<file path="src/rtl/regfile_pkg.sv">
// Purpose : shared types and default sizes for the scoreboarded register file.
// Latency : n/a (declarations only).
// Backpressure : n/a.
// Contents: state_t (ST_INIT, ST_RUN) and the default DATA_W/ADDR_W/NRD values.
package regfile_pkg;

  localparam int DEF_DATA_W = 32;
  localparam int DEF_ADDR_W = 5;
  localparam int DEF_NRD    = 2;

  typedef enum logic {
    ST_INIT = 1'b0,
    ST_RUN  = 1'b1
  } state_t;

endpackage

</file>
<file path="src/rtl/regfile_scoreboard.sv">
// Purpose : per-entry pending-writer (busy) bits plus sticky writeback error.
// Latency : busy/err update at the rising edge after issue/writeback.
// Backpressure : none; issue and writeback are accepted every RUN cycle.
// Ports: clk, rst (sync, active-high), run (block in RUN), iss_en/iss_addr,
//        wr_en/wr_addr, busy (one bit per entry), err (sticky).
module regfile_scoreboard
  import regfile_pkg::*;
#(
  parameter int ADDR_W = DEF_ADDR_W
) (
  input  logic                     clk,
  input  logic                     rst,
  input  logic                     run,
  input  logic                     iss_en,
  input  logic [ADDR_W-1:0]        iss_addr,
  input  logic                     wr_en,
  input  logic [ADDR_W-1:0]        wr_addr,
  output logic [(1<<ADDR_W)-1:0]   busy,
  output logic                     err
);

  logic [(1<<ADDR_W)-1:0] busy_q;
  logic [(1<<ADDR_W)-1:0] busy_d;
  logic                   iss_ok;
  logic                   wr_ok;

  // Entry 0 is hardwired zero, so it can never gain or retire a producer.
  assign iss_ok = run && iss_en && (iss_addr != '0);
  assign wr_ok  = run && wr_en  && (wr_addr  != '0);

  // Clear first, then set: a same-cycle issue to the written entry keeps it
  // busy, since the newly issued producer is still outstanding.
  always_comb begin
    busy_d = busy_q;
    if (wr_ok) begin
      busy_d[wr_addr] = 1'b0;
    end
    if (iss_ok) begin
      busy_d[iss_addr] = 1'b1;
    end
  end

  always_ff @(posedge clk) begin
    if (rst) begin
      busy_q <= '0;
      err    <= 1'b0;
    end else begin
      busy_q <= busy_d;
      if (wr_ok && !busy_q[wr_addr]) begin
        err <= 1'b1;
      end
    end
  end

  assign busy = busy_q;

endmodule

</file>
<file path="src/rtl/regfile_sb.sv">
// Purpose : register file with NRD synchronous read ports, one write port and
//           a busy scoreboard; clears itself one entry per cycle after reset.
// Latency : read data 1 cycle after address; rd_busy combinational.
// Backpressure : none; ready stays low for DEPTH cycles after reset.
// Ports: clk, rst (sync, active-high), rd_addr/rd_data/rd_busy (packed per port),
//        wr_en/wr_addr/wr_data (writeback), iss_en/iss_addr (issue), ready, err.
// Option: define REGFILE_BYPASS_EN for write-first reads of the entry being
//         written; otherwise reads return the pre-write contents.
module regfile_sb
  import regfile_pkg::*;
#(
  parameter int DATA_W = DEF_DATA_W,
  parameter int ADDR_W = DEF_ADDR_W,
  parameter int NRD    = DEF_NRD
) (
  input  logic                   clk,
  input  logic                   rst,
  input  logic [NRD*ADDR_W-1:0]  rd_addr,
  output logic [NRD*DATA_W-1:0]  rd_data,
  output logic [NRD-1:0]         rd_busy,
  input  logic                   wr_en,
  input  logic [ADDR_W-1:0]      wr_addr,
  input  logic [DATA_W-1:0]      wr_data,
  input  logic                   iss_en,
  input  logic [ADDR_W-1:0]      iss_addr,
  output logic                   ready,
  output logic                   err
);

  localparam int DEPTH = 1 << ADDR_W;

  state_t              state;
  state_t              state_nxt;
  logic [ADDR_W-1:0]   clr_cnt;
  logic [ADDR_W-1:0]   clr_cnt_nxt;
  logic                run;
  logic                wr_ok;
  logic [DATA_W-1:0]   mem [DEPTH];
  logic [DEPTH-1:0]    busy;
  logic [NRD*DATA_W-1:0] rd_nxt;

  // ---------------- init / run FSM ----------------
  always_ff @(posedge clk) begin
    if (rst) begin
      state   <= ST_INIT;
      clr_cnt <= '0;
    end else begin
      state   <= state_nxt;
      clr_cnt <= clr_cnt_nxt;
    end
  end

  always_comb begin
    state_nxt   = state;
    clr_cnt_nxt = clr_cnt;
    case (state)
      ST_INIT: begin
        clr_cnt_nxt = clr_cnt + ADDR_W'(1);
        // The counter wraps back to 0 as the last entry is cleared.
        if (&clr_cnt) begin
          state_nxt = ST_RUN;
        end
      end
      ST_RUN: begin
        state_nxt = ST_RUN;
      end
      default: begin
        state_nxt   = ST_INIT;
        clr_cnt_nxt = '0;
      end
    endcase
  end

  assign run   = (state == ST_RUN);
  assign ready = run;
  assign wr_ok = run && wr_en && (wr_addr != '0);

  // ---------------- storage ----------------
  // No reset on the array itself: the INIT sweep is what zeroes it.
  always_ff @(posedge clk) begin
    if (!rst) begin
      if (state == ST_INIT) begin
        mem[clr_cnt] <= '0;
      end else if (wr_ok) begin
        mem[wr_addr] <= wr_data;
      end
    end
  end

  // ---------------- scoreboard ----------------
  regfile_scoreboard #(
    .ADDR_W (ADDR_W)
  ) u_scoreboard (
    .clk      (clk),
    .rst      (rst),
    .run      (run),
    .iss_en   (iss_en),
    .iss_addr (iss_addr),
    .wr_en    (wr_en),
    .wr_addr  (wr_addr),
    .busy     (busy),
    .err      (err)
  );

`ifdef REGFILE_BYPASS_EN
  logic iss_ok;
  assign iss_ok = iss_en && (iss_addr != '0);
`endif

  // ---------------- read ports ----------------
  for (genvar p = 0; p < NRD; p++) begin : g_port
    logic [ADDR_W-1:0] a;
    logic              fwd;

    assign a = rd_addr[p*ADDR_W +: ADDR_W];

`ifdef REGFILE_BYPASS_EN
    assign fwd = wr_ok && (a == wr_addr);
`else
    assign fwd = 1'b0;
`endif

    // Entry 0 is forced to zero so it reads clean even before the first sweep.
    assign rd_nxt[p*DATA_W +: DATA_W] =
      (!run || (a == '0)) ? '0 : (fwd ? wr_data : mem[a]);

    // A forwarded read sees the value being retired, so it is only busy
    // again if a new producer is issued to that entry in the same cycle.
`ifdef REGFILE_BYPASS_EN
    assign rd_busy[p] = run && (a != '0) &&
                        (fwd ? (iss_ok && (iss_addr == a)) : busy[a]);
`else
    assign rd_busy[p] = run && (a != '0) && !fwd && busy[a];
`endif
  end

  always_ff @(posedge clk) begin
    if (rst) begin
      rd_data <= '0;
    end else begin
      rd_data <= rd_nxt;
    end
  end

endmodule
</file>
<file path="config.mk">
export PLATFORM = sky130hd
export DESIGN_NAME = regfile_sb
export DESIGN_NICKNAME = d
export VERILOG_FILES = /design/src/rtl/regfile_pkg.sv /design/src/rtl/regfile_scoreboard.sv /design/src/rtl/regfile_sb.sv
export SDC_FILE = /design/constraint.sdc
export NUM_CORES = 1
export LEC_CHECK = 0
export BUFFER_PORTS_ARGS = -buffer_cell sky130_fd_sc_hd__buf_2
export CAP_MARGIN = 20
export CELL_PAD_IN_SITES_DETAIL_PLACEMENT = 1
export CELL_PAD_IN_SITES_GLOBAL_PLACEMENT = 1
export CORE_MARGIN = 3
export CORE_UTILIZATION = 55
export DETAILED_ROUTE_END_ITERATION = 6
export PLACE_DENSITY = 0.87
export SYNTH_ARGS = -nofsm -noshare
export SYNTH_HDL_FRONTEND = slang
export SYNTH_SLANG_ARGS = --single-unit
</file>
<file path="constraint.sdc">
create_clock -name clk -period 9.79 [get_ports clk]
set_input_delay 1.958 -clock clk [delete_from_list [all_inputs] [get_ports clk]]
set_output_delay 1.958 -clock clk [all_outputs]
set_load 0.01 [all_outputs]
</file>
---- Word level (Yosys, flattened, before mapping) ----
Memories as Yosys holds them, arrays and structs flattened. A register that Yosys moved wholly into a read port is not among the register bits.
Index checks and enable logic that the tools add are counted.
word-level totals
  memories kept ........................... 1
  output and inout bits ................... 68
  register bits after elaboration ......... 39
  RAM bits ................................ 1024
memories
  name  depth  bits a word  read ports  clocked after memory_dff  wr ports  line              source
  mem   32     32           2           2                         1         regfile_sb.sv:38  logic [DATA_W-1:0] mem [DEPTH];
cells by class
  bitwise operators ....................... 4
  reductions and logical operators ........ 25
  $lt $le $gt $ge ......................... 6
  mux-type cells .......................... 24
  add/subtract/negate cells ............... 1
operator list
  cell                   count
  $mux W32               3
  $and A32 B32 Y32       1
  $not A32 Y32           1
  $or A32 B32 Y32        1
  $reduce_or A32 Y1      1
  $lt A5 B6 Y1 const B   4
  $reduce_bool A5 Y1     4
  $bmux W1 S5            3
  $mux W1                14
  $logic_and A1 B1 Y1    11
  $demux W1 S5           2
  $ge A5 B1 Y1 const B   2
  $logic_not A5 Y1       2
  $add A5 B1 Y5 const B  1
  $mux W5                1
  $reduce_and A5 Y1      1
  $reduce_or A2 Y1       2
  $logic_not A1 Y1       2
  $logic_or A1 B1 Y1     2
  $pmux W1 S2            1
  $not A1 Y1             1

---- Logic depth before layout (Yosys ltp) ----
  depth in word-level cells ............... 9
  mapped depth ............................ 8

---- By module ----
Synthesis repeated with hierarchy kept, for this count alone.
second synthesis, totals
  cell total of the unflattened synthesis .. 2630
  area total of the unflattened synthesis .. 51617.0 µm²
modules (own cells, without submodules)
  module              cells each  times used  area an instance (µm²)  seq. area each (µm²)
  regfile_sb          2420        1           49945.4                 32150.8
  regfile_scoreboard  210         1           1671.6                  660.6

---- Worst setup path before layout ----
No wires, ideal clock.
  kind .................................... input-to-reg
  from .................................... input port wr_addr[0]
  to ...................................... memory mem[18][0] (netlist bit) (enable)
  data required time ...................... 9.329 ns
  setup time .............................. 0.461 ns
  slack ................................... 3.849 ns
  path buffers ............................ 2
  stages on the path ...................... 6
  data arrival time ....................... 5.480 ns
  cells stage by stage .................... buf_4 -> nor3_1 -> a211oi_2 -> buf_2 -> mux2_2 -> nor3_1
between the ends
  cells in the longest elaborated chain, start to end .. 8
  elaborated cells on any way between the ends .. 9
  classes of those cells .................. mux: 6; reduce/logical: 3
ends and longest elaborated chain
  item                                                 line              source
  start: declaration                                   regfile_sb.sv:22  input logic [ADDR_W-1:0] wr_addr,
  $reduce_bool A5 Y1                                   regfile_sb.sv:76  assign wr_ok = run && wr_en && (wr_addr != '0);
  $logic_and A1 B1 Y1                                  regfile_sb.sv:76
  $mux W1                                              regfile_sb.sv:84  end else if (wr_ok) begin
  $mux W1                                              regfile_sb.sv:82  if (state == ST_INIT) begin
  $mux W1                                              regfile_sb.sv:81  if (!rst) begin
  $mux W1 (implied by the code)                        regfile_sb.sv:85  mem[wr_addr] <= wr_data;
  $reduce_or A32 Y1 (no source line)                   -
  $mux W5 (no source line) or $mux W1 (tied branches)  -
  end: declaration                                     regfile_sb.sv:38
Several ways; a longest one is shown, not always the timed one.

---- Worst setup path in the final report ----
  from .................................... input port rd_addr[6]
  to ...................................... output port rd_busy[1]
between the ends
  cells in the longest elaborated chain, start to end .. 3
  elaborated cells on any way between the ends .. 5
  classes of those cells .................. mux: 2; reduce/logical: 3
ends and longest elaborated chain
  item                                                                  line               source
  start: declaration                                                    regfile_sb.sv:18   input logic [NRD*ADDR_W-1:0] rd_addr,
  $bmux W1 S5 or $reduce_bool A5 Y1 (tied branches)                     regfile_sb.sv:133  assign rd_busy[p] = run && (a != '0) && !fwd && busy[a];
  $mux W1 (implied by the code) or $logic_and A1 B1 Y1 (tied branches)  regfile_sb.sv:133
  $logic_and A1 B1 Y1 (*)                                               regfile_sb.sv:133
  end: declaration                                                      regfile_sb.sv:20   output logic [NRD-1:0] rd_busy,
Mark *: on every way between the ends. The rest lies on a longest branch, timed or not. The select of a mux whose other input is x is not followed.

==> metrics.md <==
| Metric | Value |
|---|---|
| CP max stage delay | 740 ps |
| Met1 Use GR | 45.9% |
| Vias | 33000 |
| TritonCTS buffer count | 114 |
| Drt via density | 7.82 |
| R2R cell count | 8 |
| H-tree depth | 3 |
| WL/cell | 43.3 um |
| Slew @ Worst Pin | 1250 ps |
| Core ar. | 92400 um^2 |
| Overall routing resource usage | 37.1% |
| Hold Path Stages | 1 |
| Worst endpoint required time | 7830 ps |
| Final WL | 183000 um |
| WHS Endpoint | u_scoreboard.busy[0] |
| Min Tclk post-route | 6790 ps |
| Post-synth EDFFs | 1024 |
| R2R Setup Slk | 6060 ps |
| Worst path cell trace | buf_8, buf_12, mux4_2, mux2_2, o311ai_1, nor4_2, buf_2 |
| Power per cell area | 178 nW/um^2 |
| Post-CTS setup buffers | 0 |
| Initial antenna violation count | 11 |
| Die area | 97600 um^2 |
| Status | finished, final reports clean |
| Die X-Extent | 312 um |
| Root Driver | clkbuf_16 |
| Final Hold Viols | 0 |
| Pin count of the biggest net entering global routing | 118 |
| Post-CTS resize count | 0 |
| GRT Max-Usage Layer | met2 |
| Slew Limit Fails | 0 |
| F_max | 147 MHz |
| Leakage power | 17.2 nW |
| Residual DRC | 0 |
| Ys flop type | edfxtp_1 |
| Worst R2R Start | ready |
| Post-DP HPWL | 91500 um |
| ANT nets after route | 0 |
| Nets | 2930 |
| Die Y | 312 um |
| HP Start | u_scoreboard.busy[0] |
| Endpoint type of the worst setup path | output pin |
| Max Cap Violations | 0 |
| Synth cell types | 53 |
| Met2 usage | 58.5% |
| Area grow syn2layout | 11.8% |
| Share of synthesized registers carrying an async set or reset | 0% |
| CP delay by family, top | buffers and inverters |
| Critical path's slowest cell | buf_12 |
| Dpl cells | 3978 |
| Fillcell total | 7678 |
| Top-level I/O count | 124 |
| RSZ-0062 raised after global routing | false |
| Syn Area/Cell | 18.8 um^2 |
| Share of layout cells above drive strength 1 | 31.4% |
| Later-pin clock latency in the skew report | 740 ps |
| Rel. slew slack | 16.3% |
| Syn nets | 2810 |
| CP startpoint kind | primary input |
| Sink Count | 1127 |
| DR pass1 iterations | 6 |
| Critical path class | in -> out |
| Final Non-Filler Cells | 4222 |
| FF-to-FF End | mem[1][18] |
| Row count | 111 |
| Final Skew | 35.9 ps |
| Starting Density | 55.9% |
| Synthesized area | 51600 um^2 |
| DRT iter0 DRCs | 6130 |
| Worst-path fanout max | 117 |
| Gpl congestion | 0.839 |
| Hold slack | 532 ps |
| Worst vdd ir | 156 uV |
| Clock Pin Slew Worst Setup and Hold Paths | 60 ps |
| Seq cells post-synth | 1127 |
| GR Util met3 | 9.95% |
| Yosys warnings | 0 |
| Longest Clk Path Bufs | 3 |
| Number of global-route vias before repair | 34200 |
| Crit path buf inv count | 3 |
| Final setup TNS | 0 ps |
| Fin crit share | 69.4% |
| First-pass GRT wire length | 257000 um |
| Register area share after synthesis | 63.6% |
| Gr ovfl total | 0 |
| CTS tree | done |
| Synth Instances | 2752 |
| Worst hold path class | reg -> reg |
| Data arrival, critical path | 4830 ps |
| Pwr Total | 10.3 mW |
| Post-CTS Hold Buffers | 0 |
| Final setup violation count | 0 |
| PortBufs | 123 |
[how the worst max path moves through the flow]
stage / startpoint / endpoint / slack, ps / cells past startpoint
global route: rd_addr[6] / rd_busy[1] / 2940 / 7
global placement: rd_addr[6] / rd_busy[1] / 3270 / 7
finish: rd_addr[6] / rd_busy[1] / 3000 / 7
CTS: rd_addr[6] / rd_busy[1] / 3060 / 7
detailed placement: rd_addr[6] / rd_busy[1] / 3080 / 7
floorplan: wr_addr[0] / mem[18][0] / 3850 / 6
[stage by stage]
step / area [um^2] / util, % / worst slack (ps)
after floorplan: 51600 / - / 3850
after global placement: 53500 / 57.9 / 3270
after detailed placement: 53500 / 57.9 / 3080
after CTS: 57300 / 62.0 / 3060
after global routing: 57700 / 62.5 / 2940
final: 57700 / 62.5 / 3000
[area by class of cell]
type | instances | area [um^2] | area share [%]
flip-flops and latches | 1127 | 32800 | 56.9
multi-input cells | 1406 | 17900 | 30.9
clock buffers | 160 | 3280 | 5.69
repair buffers | 218 | 1710 | 2.96
well taps | 1243 | 1560 | 2.69
clock inverters | 58 | 463 | 0.802
inverters | 5 | 18.8 | 0.0325
diodes | 5 | 12.5 | 0.0217
[kinds of logic (layout without fill, tap and decap cells)]
| kind of cell | after synthesis | after routing | share of synthesized area (%) |
|---|---|---|---|
| AND/OR/NAND/NOR | 278 | 278 | 2.95 |
| other | 0 | 5 | 0 |
| adder cells (fa/ha/maj) | 2 | 2 | 0.0485 |
| buffers and inverters | 219 | 441 | 2.24 |
| multiplexers | 797 | 797 | 26.3 |
| AO/OA/AOI/OAI | 327 | 327 | 4.87 |
| flip-flops | 1127 | 1127 | 63.6 |
| XOR/XNOR | 2 | 2 | 0.0339 |
[cells in the final DEF (no fill, tap or decap), types with 22 or more instances in the layout]
master / n
edfxtp_1: 1024
and2_1: 33
clkbuf_16: 119
nor3_2: 32
o22a_1: 32
nor2b_1: 34
clkbuf_1: 22
dfxtp_1: 103
nand2_1: 53
o21ai_0: 31
a21oi_1: 33
mux2i_1: 327
o22ai_1: 49
mux4_2: 445
mux2_2: 25
nor3_1: 46
o221ai_1: 75
buf_4: 75
buf_2: 118
[layer usage]
| metal | routed length (um) | up-vias | share of wire [%] |
|---|---|---|---|
| met3 | 25900 | 813 | 14 |
| met4 | 12800 | 6 | 7.0 |
| li1 | - | 12100 | - |
| met1 | 57400 | 16800 | 31 |
| met5 | 33 | - | 0.018 |
| met2 | 86700 | 3319 | 47 |
[report_power, final]
part	switching [mW]	leakage, nW	total [mW]	internal [mW]
clock	2.00	1.84	4.47	2.47
sequential	0.0192	8.76	5.22	5.20
combinational	0.373	6.62	0.600	0.227
total	2.39	17.2	10.3	7.90
[state kept, by name (all words and copies together) (netlist names)]
register	cells
clr_cnt	5
mem	1024
rd_data	64
ready	1
u_scoreboard.busy	32
u_scoreboard.err	1
[worst reg2reg max path, stage by stage, from the launching register on]
cell,delay [ps]
dfxtp_1,300
buf_4,280
nand2_1,190
a211oi_4,180
buf_4,640
mux2i_1,370
buf_4,280
nor3_2,210
buf_4,840
[synthesized netlist by cell type (4+ instances only)]
master        n  area (um^2)
edfxtp_1   1024        30700
mux4_2      445        10000
mux2i_1     327         3270
dfxtp_1     103         2060
clkbuf_1     88          330
nor3_1       78          390
o221ai_1     75          657
buf_2        71          355
nand2_1      53          199
o22ai_1      49          307
nor2b_1      36          225
a21oi_1      33          165
and2_1       33          206
o22a_1       32          280
o21ai_0      31          155
mux2_2       25          282
buf_4        22          165
a2111oi_0    21          184
nor2_1       21         78.8
o31ai_1      20          150
a22oi_1      18          135
buf_1        14         52.6
buf_6        14          158
a2111oi_2    12          180
nand3_1      12         60.1
nor4_1       12         75.1
nor4_2       10          125
a22o_1        9         78.8
a311oi_1      9         78.8
and3_1        5         31.3
buf_8         5         75.1
inv_1         5         18.8
nand2b_1      4         25.0
Power figures use the tool's default switching activity.
